===== config.mk =====
export PLATFORM = sky130hd
export DESIGN_NAME = button_ctrl
export DESIGN_NICKNAME = d
export VERILOG_FILES = /design/src/rtl/button_ctrl.sv
export SDC_FILE = /design/constraint.sdc
export NUM_CORES = 1
export LEC_CHECK = 0
export ABC_AREA = 1
export BUFFER_PORTS_ARGS = -buffer_cell sky130_fd_sc_hd__buf_4
export CAP_MARGIN = 30
export CORE_ASPECT_RATIO = 1.25
export CORE_UTILIZATION = 25
export DETAILED_ROUTE_END_ITERATION = 12
export GPL_TIMING_DRIVEN = 1
export SLEW_MARGIN = 20
export SYNTH_ARGS = -nofsm -noshare
export SYNTH_HDL_FRONTEND = slang
export SYNTH_SLANG_ARGS = --single-unit

===== constraint.sdc =====
create_clock -name clk -period 1.94 [get_ports clk]
set_input_delay 0.194 -clock clk [delete_from_list [all_inputs] [get_ports clk]]
set_output_delay 0.194 -clock clk [all_outputs]
set_load 0.01 [all_outputs]

===== src/rtl/button_ctrl.sv =====
// Front-panel button stage: two independent synchronise/debounce channels
// turning confirmed RUN/DIR presses into toggled levels and one-cycle pulses.
module button_ctrl #(
    parameter int unsigned DEBOUNCE_CYCLES = 2000000,
    parameter int unsigned CNT_W           = 21
) (
    input  logic clk,
    input  logic reset,
    input  logic btn_run,
    input  logic btn_dir,
    output logic en,
    output logic direction,
    output logic run_pulse,
    output logic dir_pulse
);

    typedef enum logic [1:0] {
        IDLE,
        PRESS_WAIT,
        PRESSED,
        RELEASE_WAIT
    } state_t;

    localparam logic [CNT_W-1:0] CNT_LAST = CNT_W'(DEBOUNCE_CYCLES - 1);

    logic [1:0] btn;
    logic [1:0] s1;
    logic [1:0] s2;
    logic [1:0] confirm;

    // Channel 0 is RUN, channel 1 is DIR.
    assign btn = {btn_dir, btn_run};

    always_ff @(posedge clk or negedge reset) begin
        if (!reset) begin
            s1 <= '0;
            s2 <= '0;
        end else begin
            s1 <= btn;
            s2 <= s1;
        end
    end

    for (genvar ch = 0; ch < 2; ch++) begin : g_ch
        state_t            state;
        state_t            state_nxt;
        logic [CNT_W-1:0]  cnt;
        logic [CNT_W-1:0]  cnt_nxt;
        logic              confirm_c;

        always_ff @(posedge clk or negedge reset) begin
            if (!reset) begin
                state <= IDLE;
                cnt   <= '0;
            end else begin
                state <= state_nxt;
                cnt   <= cnt_nxt;
            end
        end

        always_comb begin
            state_nxt = state;
            cnt_nxt   = cnt;
            case (state)
                IDLE: begin
                    if (s2[ch]) begin
                        state_nxt = PRESS_WAIT;
                        cnt_nxt   = '0;
                    end
                end
                PRESS_WAIT: begin
                    if (!s2[ch]) begin
                        state_nxt = IDLE;
                        cnt_nxt   = '0;
                    end else if (cnt == CNT_LAST) begin
                        state_nxt = PRESSED;
                    end else begin
                        cnt_nxt = cnt + 1'b1;
                    end
                end
                PRESSED: begin
                    if (!s2[ch]) begin
                        state_nxt = RELEASE_WAIT;
                        cnt_nxt   = '0;
                    end
                end
                RELEASE_WAIT: begin
                    if (s2[ch]) begin
                        state_nxt = PRESSED;
                        cnt_nxt   = '0;
                    end else if (cnt == CNT_LAST) begin
                        state_nxt = IDLE;
                    end else begin
                        cnt_nxt = cnt + 1'b1;
                    end
                end
                default: begin
                    state_nxt = IDLE;
                    cnt_nxt   = '0;
                end
            endcase
        end

        // Press is confirmed on the PRESS_WAIT -> PRESSED edge.
        always_comb begin
            confirm_c = (state == PRESS_WAIT) && s2[ch] && (cnt == CNT_LAST);
        end

        assign confirm[ch] = confirm_c;
    end

    always_ff @(posedge clk or negedge reset) begin
        if (!reset) begin
            en        <= 1'b0;
            direction <= 1'b1;
            run_pulse <= 1'b0;
            dir_pulse <= 1'b0;
        end else begin
            run_pulse <= confirm[0];
            dir_pulse <= confirm[1];
            if (confirm[0]) en <= ~en;
            if (confirm[1]) direction <= ~direction;
        end
    end

endmodule


; ---- Word-level counts from Yosys, hierarchy flattened
; Cells that the tools add are included.
[word_totals]
register_bits = 54
out_inout_bits = 4
inputBits = 4
[classes]
eq_ne = 16
n_bitwise = 2
addsub = 2
muxes = 26
reduce_logical = 10
[ops]
columns = cell, n
row1 = 21-bit 2-to-1 mux, 10
row2 = 21-bit case mux with 4 select lines, 2
row3 = 21-bit by 1-bit adder with 21-bit output (second input constant), 2
row4 = 21-bit == test (second input constant), 2
row5 = 2-bit 2-to-1 mux, 12
row6 = 2-bit case mux with 4 select lines, 2
row7 = 3-bit inequality test (second input constant), 4
row8 = 2-bit == test (second input constant), 4
row9 = 2-bit inequality test (second input constant), 4
row10 = 4-bit AND reduction, 2
row11 = 2-bit by 1-bit == test with 1-bit output (second input constant), 2
row12 = 1-bit logical AND, 4
row13 = 2-bit logical NOT, 2
row14 = 2-bit AND reduction, 2
row15 = 1-bit NOT, 2

; ---- Longest topological paths before layout
[logic_depth]
depth_word = 4
mapped_depth = 9
ltp_nobuf = 9

; ---- Worst setup path before layout
; No wires, ideal clock.
[synth_path]
kind = register to register
startpoint = reg g_ch[0].cnt[0]
endpoint = reg en
arrival_time_ps = 1265
setup_slack_ps = 558
stages_incl_launch_ff = 9
path_buffers = 0
period_less_slack_ps = 1382
cell_sequence = dfrtp_1 ha_1 nand2_2 nor2_2 nand3_4 nor2_4 nand2_1 nand2_1 nand2_1
[synth_via]
elab_chain_len = 2
[synth_lines]
columns = element, line_no
row1 = start: declaration, 47  ; logic [CNT_W-1:0] cnt;
row2 = start signal: assignment, 57  ; cnt <= cnt_nxt;
row3 = 21-bit == test, 106  ; confirm_c = (state == PRESS_WAIT) && s2[ch] && (cnt == CNT_LAST);
row4 = 1-bit logical AND, 106
row5 = end signal: assignment, 121  ; if (confirm[0]) en <= ~en;
row6 = end: declaration, 11  ; output logic en,
; No other way between the ends.
; A chain may end at the register's enable or synchronous reset.

==> reports/metrics.cfg <==
[run_status]
status = completed

[clocking]
cts-root-buf = clkbuf_16
clk_path_buf_depth = 2
htreeDepth = 2
path_clk_slew_ns = 0.07
cts_buffers = 5
post_cts_resized = 0
clkLatencyLatePin_ns = 0.30
cts_sinks = 54
cts_tree = done

[cells_and_area]
syn_to_final_growth_pct = 13.3
final_cells = 645
diodes = 0
mostFrequentLayoutCells = nand2_1, nor2_1, inv_1, dfrtp_1, nand3_1
mostFrequentLayoutCell = nand2_1
drive_gt1_share_pct = 13.2
layout.nets = 482

[sta]
finalSetupTns_ns = 0
hold_viol_final = 0
setup_viol = 0
fin_skew_ns = 0.00939
max_freq_mhz = 599
period_share_pct = 86.0
timing.final.crit_period_ns = 1.67
worst_hold_slack_ns = 0.00738
rsz0062_at_grt = false
drv_slew = 0
relSlewSlack_pct = 54.2
tightest_slew_ns = 0.688

[setup_path]
slowest_delay_ns = 0.45
crit_required_ns = 2.16
crit_fanout = 17
cp.arrival_ns = 1.89
critical_path_class = flop to flop
crit_chain = inv_1 > nand2_1 > nand2_2 > nand2_2 > inv_1 > nand2_1 > nand2_1 > inv_1 > a21oi_1
crit_path_end_kind = flop
cp_slowest_cell = inv_1
start_kind = flop

[logic_synthesis]
ys_seq_area_share_pct = 41.0
syn_inst = 462
ys_ff_latch = 54
async_flop_share_pct = 100
synth.distinct_cells = 32
synth-edff-count = 0
synth_nets = 468
synth_ff_type = dfrtp_1
synthesis.area_sq_um = 3300
avgSynthCellArea_sq_um = 7.14
yosys_warnings = 0

[power_and_ir_drop]
power_density_nw_per_um2 = 612
pwr-share-seq_pct = 50.4
power_leakage_nw = 1.67
irDropWorstVdd_uv = 280
combPwrFrac_pct = 4.9
p_int_mw = 1.77
power_switching_share_pct = 22.6
clkPwrFrac_pct = 44.7
power_switching_uw = 517

[drt]
routed_wl_mm = 7.59
wire_per_inst_microns = 11.8
vias_per_cell = 4.63
drt-initial-drc-count = 266
vias = 2985
firstDrtPassIters = 5
drcViolationCount = 0
antenna_left = 0

[floorplan]
die_h_microns = 130
dieWidth_microns = 105
start_util_pct = 25.8
io_pins = 8
num_rows = 46
dieArea_sq_um = 13700
core_area_sq_um = 12800

[placement]
dp_hpwl_mm = 5.49
portBuffers = 7
dp.cells = 635
gp_congestion = 0.879

[global_routing]
grt_pass1_vias = 2925
antenna_found_initial = 0
gr-total-overflow = 0
grt_max_degree = 55
grt_first_pass_wirelength_mm = 13.3
grtUsageTotal_pct = 11.9

[hold_path]
hp-class = primary input to flop

[flow_run]
max-cap-violations = 0

state kept, by name (all words and copies together), names as in the netlist, named ones only:
name / cells
s2: 2
g_ch.state: 2
direction: 1
s1: 2
run_pulse: 1
dir_pulse: 1
g_ch.cnt: 42
en: 1
worst max-delay path: cells and delay by family, from the launching register on:
family          cells  cell delay, ns
flops               1            0.39
compound gates      1            0.13
buf+inv             3            0.55
simple gates        5            0.53
logic make-up (layout without fill, tap and decap cells):
group | Yosys count | in the layout | synth area share, %
fa+ha+maj | 2 | 2 | 0.758
flops | 54 | 54 | 41.0
simple gates | 290 | 290 | 41.7
xor+xnor | 4 | 4 | 1.06
compound gates | 50 | 50 | 8.26
buf+inv | 62 | 77 | 7.24
synth_stat cells (2+ instances only):
cell type / instances / share of area [%]
o21ai_1: 4 / 0.61
nand4_1: 12 / 2.3
inv_2: 6 / 0.68
or2_2: 2 / 0.38
nand3b_1: 2 / 0.45
a31oi_1: 2 / 0.38
nand2_2: 12 / 2.3
dfrtp_1: 53 / 40
nand3_1: 44 / 6.7
nor2_1: 60 / 6.8
o21ai_0: 21 / 3.2
nor2_4: 5 / 1.7
nor2_8: 2 / 1.2
nor2_2: 11 / 2.1
inv_1: 53 / 6.0
nor3_1: 5 / 0.76
a21oi_1: 14 / 2.1
xnor2_1: 2 / 0.53
nand2_4: 2 / 0.68
o22ai_1: 4 / 0.76
ha_1: 2 / 0.76
nand2_1: 127 / 14
buf_2: 2 / 0.30
nand3_2: 4 / 1.2
o21bai_1: 3 / 0.68
xor2_1: 2 / 0.53
through the flow:
step | power [mW] | setup WS (ns) | instance area [sq um] | util, %
floorplan | 1.23 | 0.558 | 3300 | -
global placement | 1.28 | 0.395 | 3550 | 27.8
detailed placement | 1.29 | 0.277 | 3550 | 27.8
CTS | 2.32 | 0.275 | 3740 | 29.3
global route | 2.38 | 0.109 | 3740 | 29.3
finish | 2.29 | 0.271 | 3740 | 29.3
power groups by stage:
stage | Sequential [mW] | Clock [mW] | Combinational, mW
2_1_floorplan | 1.17 | 0 | 0.0616
3_3_place_gp | 1.17 | 0 | 0.108
3_5_place_dp | 1.17 | 0 | 0.112
4_1_cts | 1.15 | 1.06 | 0.115
5_1_grt | 1.15 | 1.10 | 0.129
6_report | 1.15 | 1.02 | 0.112
layout make-up:
| class | instances | area [sq um] |
|---|---|---|
| clock buffer | 5 | 125 |
| tap | 168 | 210 |
| inverter | 59 | 221 |
| timing repair buffer | 10 | 80.1 |
| sequential | 54 | 1350 |
| clock inverter | 3 | 40.0 |
| multi-input combinational | 346 | 1710 |
| fill | 1389 | 9040 |
path summary, 6_finish.rpt:
kind / startpoint / end / cells after the start / slack [ns]
worst max-delay path: flop / g_ch[1].cnt[15] / 9 / 0.27
worst min-delay path: btn_run / s1[0] / 1 / 0.007
worst max register to register: flop / g_ch[1].cnt[15] / 9 / 0.27
worst min register to register: s1[1] / s2[1] / 0 / 0.35
max in group asynchronous: reset / s1[1] / 2 / 1.00
min in group asynchronous: reset / g_ch[0].cnt[15] / 2 / 0.47
routing by layer:
metal	track usage, %	part of all wire (%)
met5	0	0
met1	14.1	45
met4	4.56	1.8
met3	1.93	3.2
met2	21.5	50
timing repair:
item	4_1_cts	5_1_grt
hold buffers	2	0
endpoints found under the hold margin	54	0
buffers inserted	0	0
endpoints found under the setup margin	0	0
Note: power is estimated with default switching activity, not from simulation.
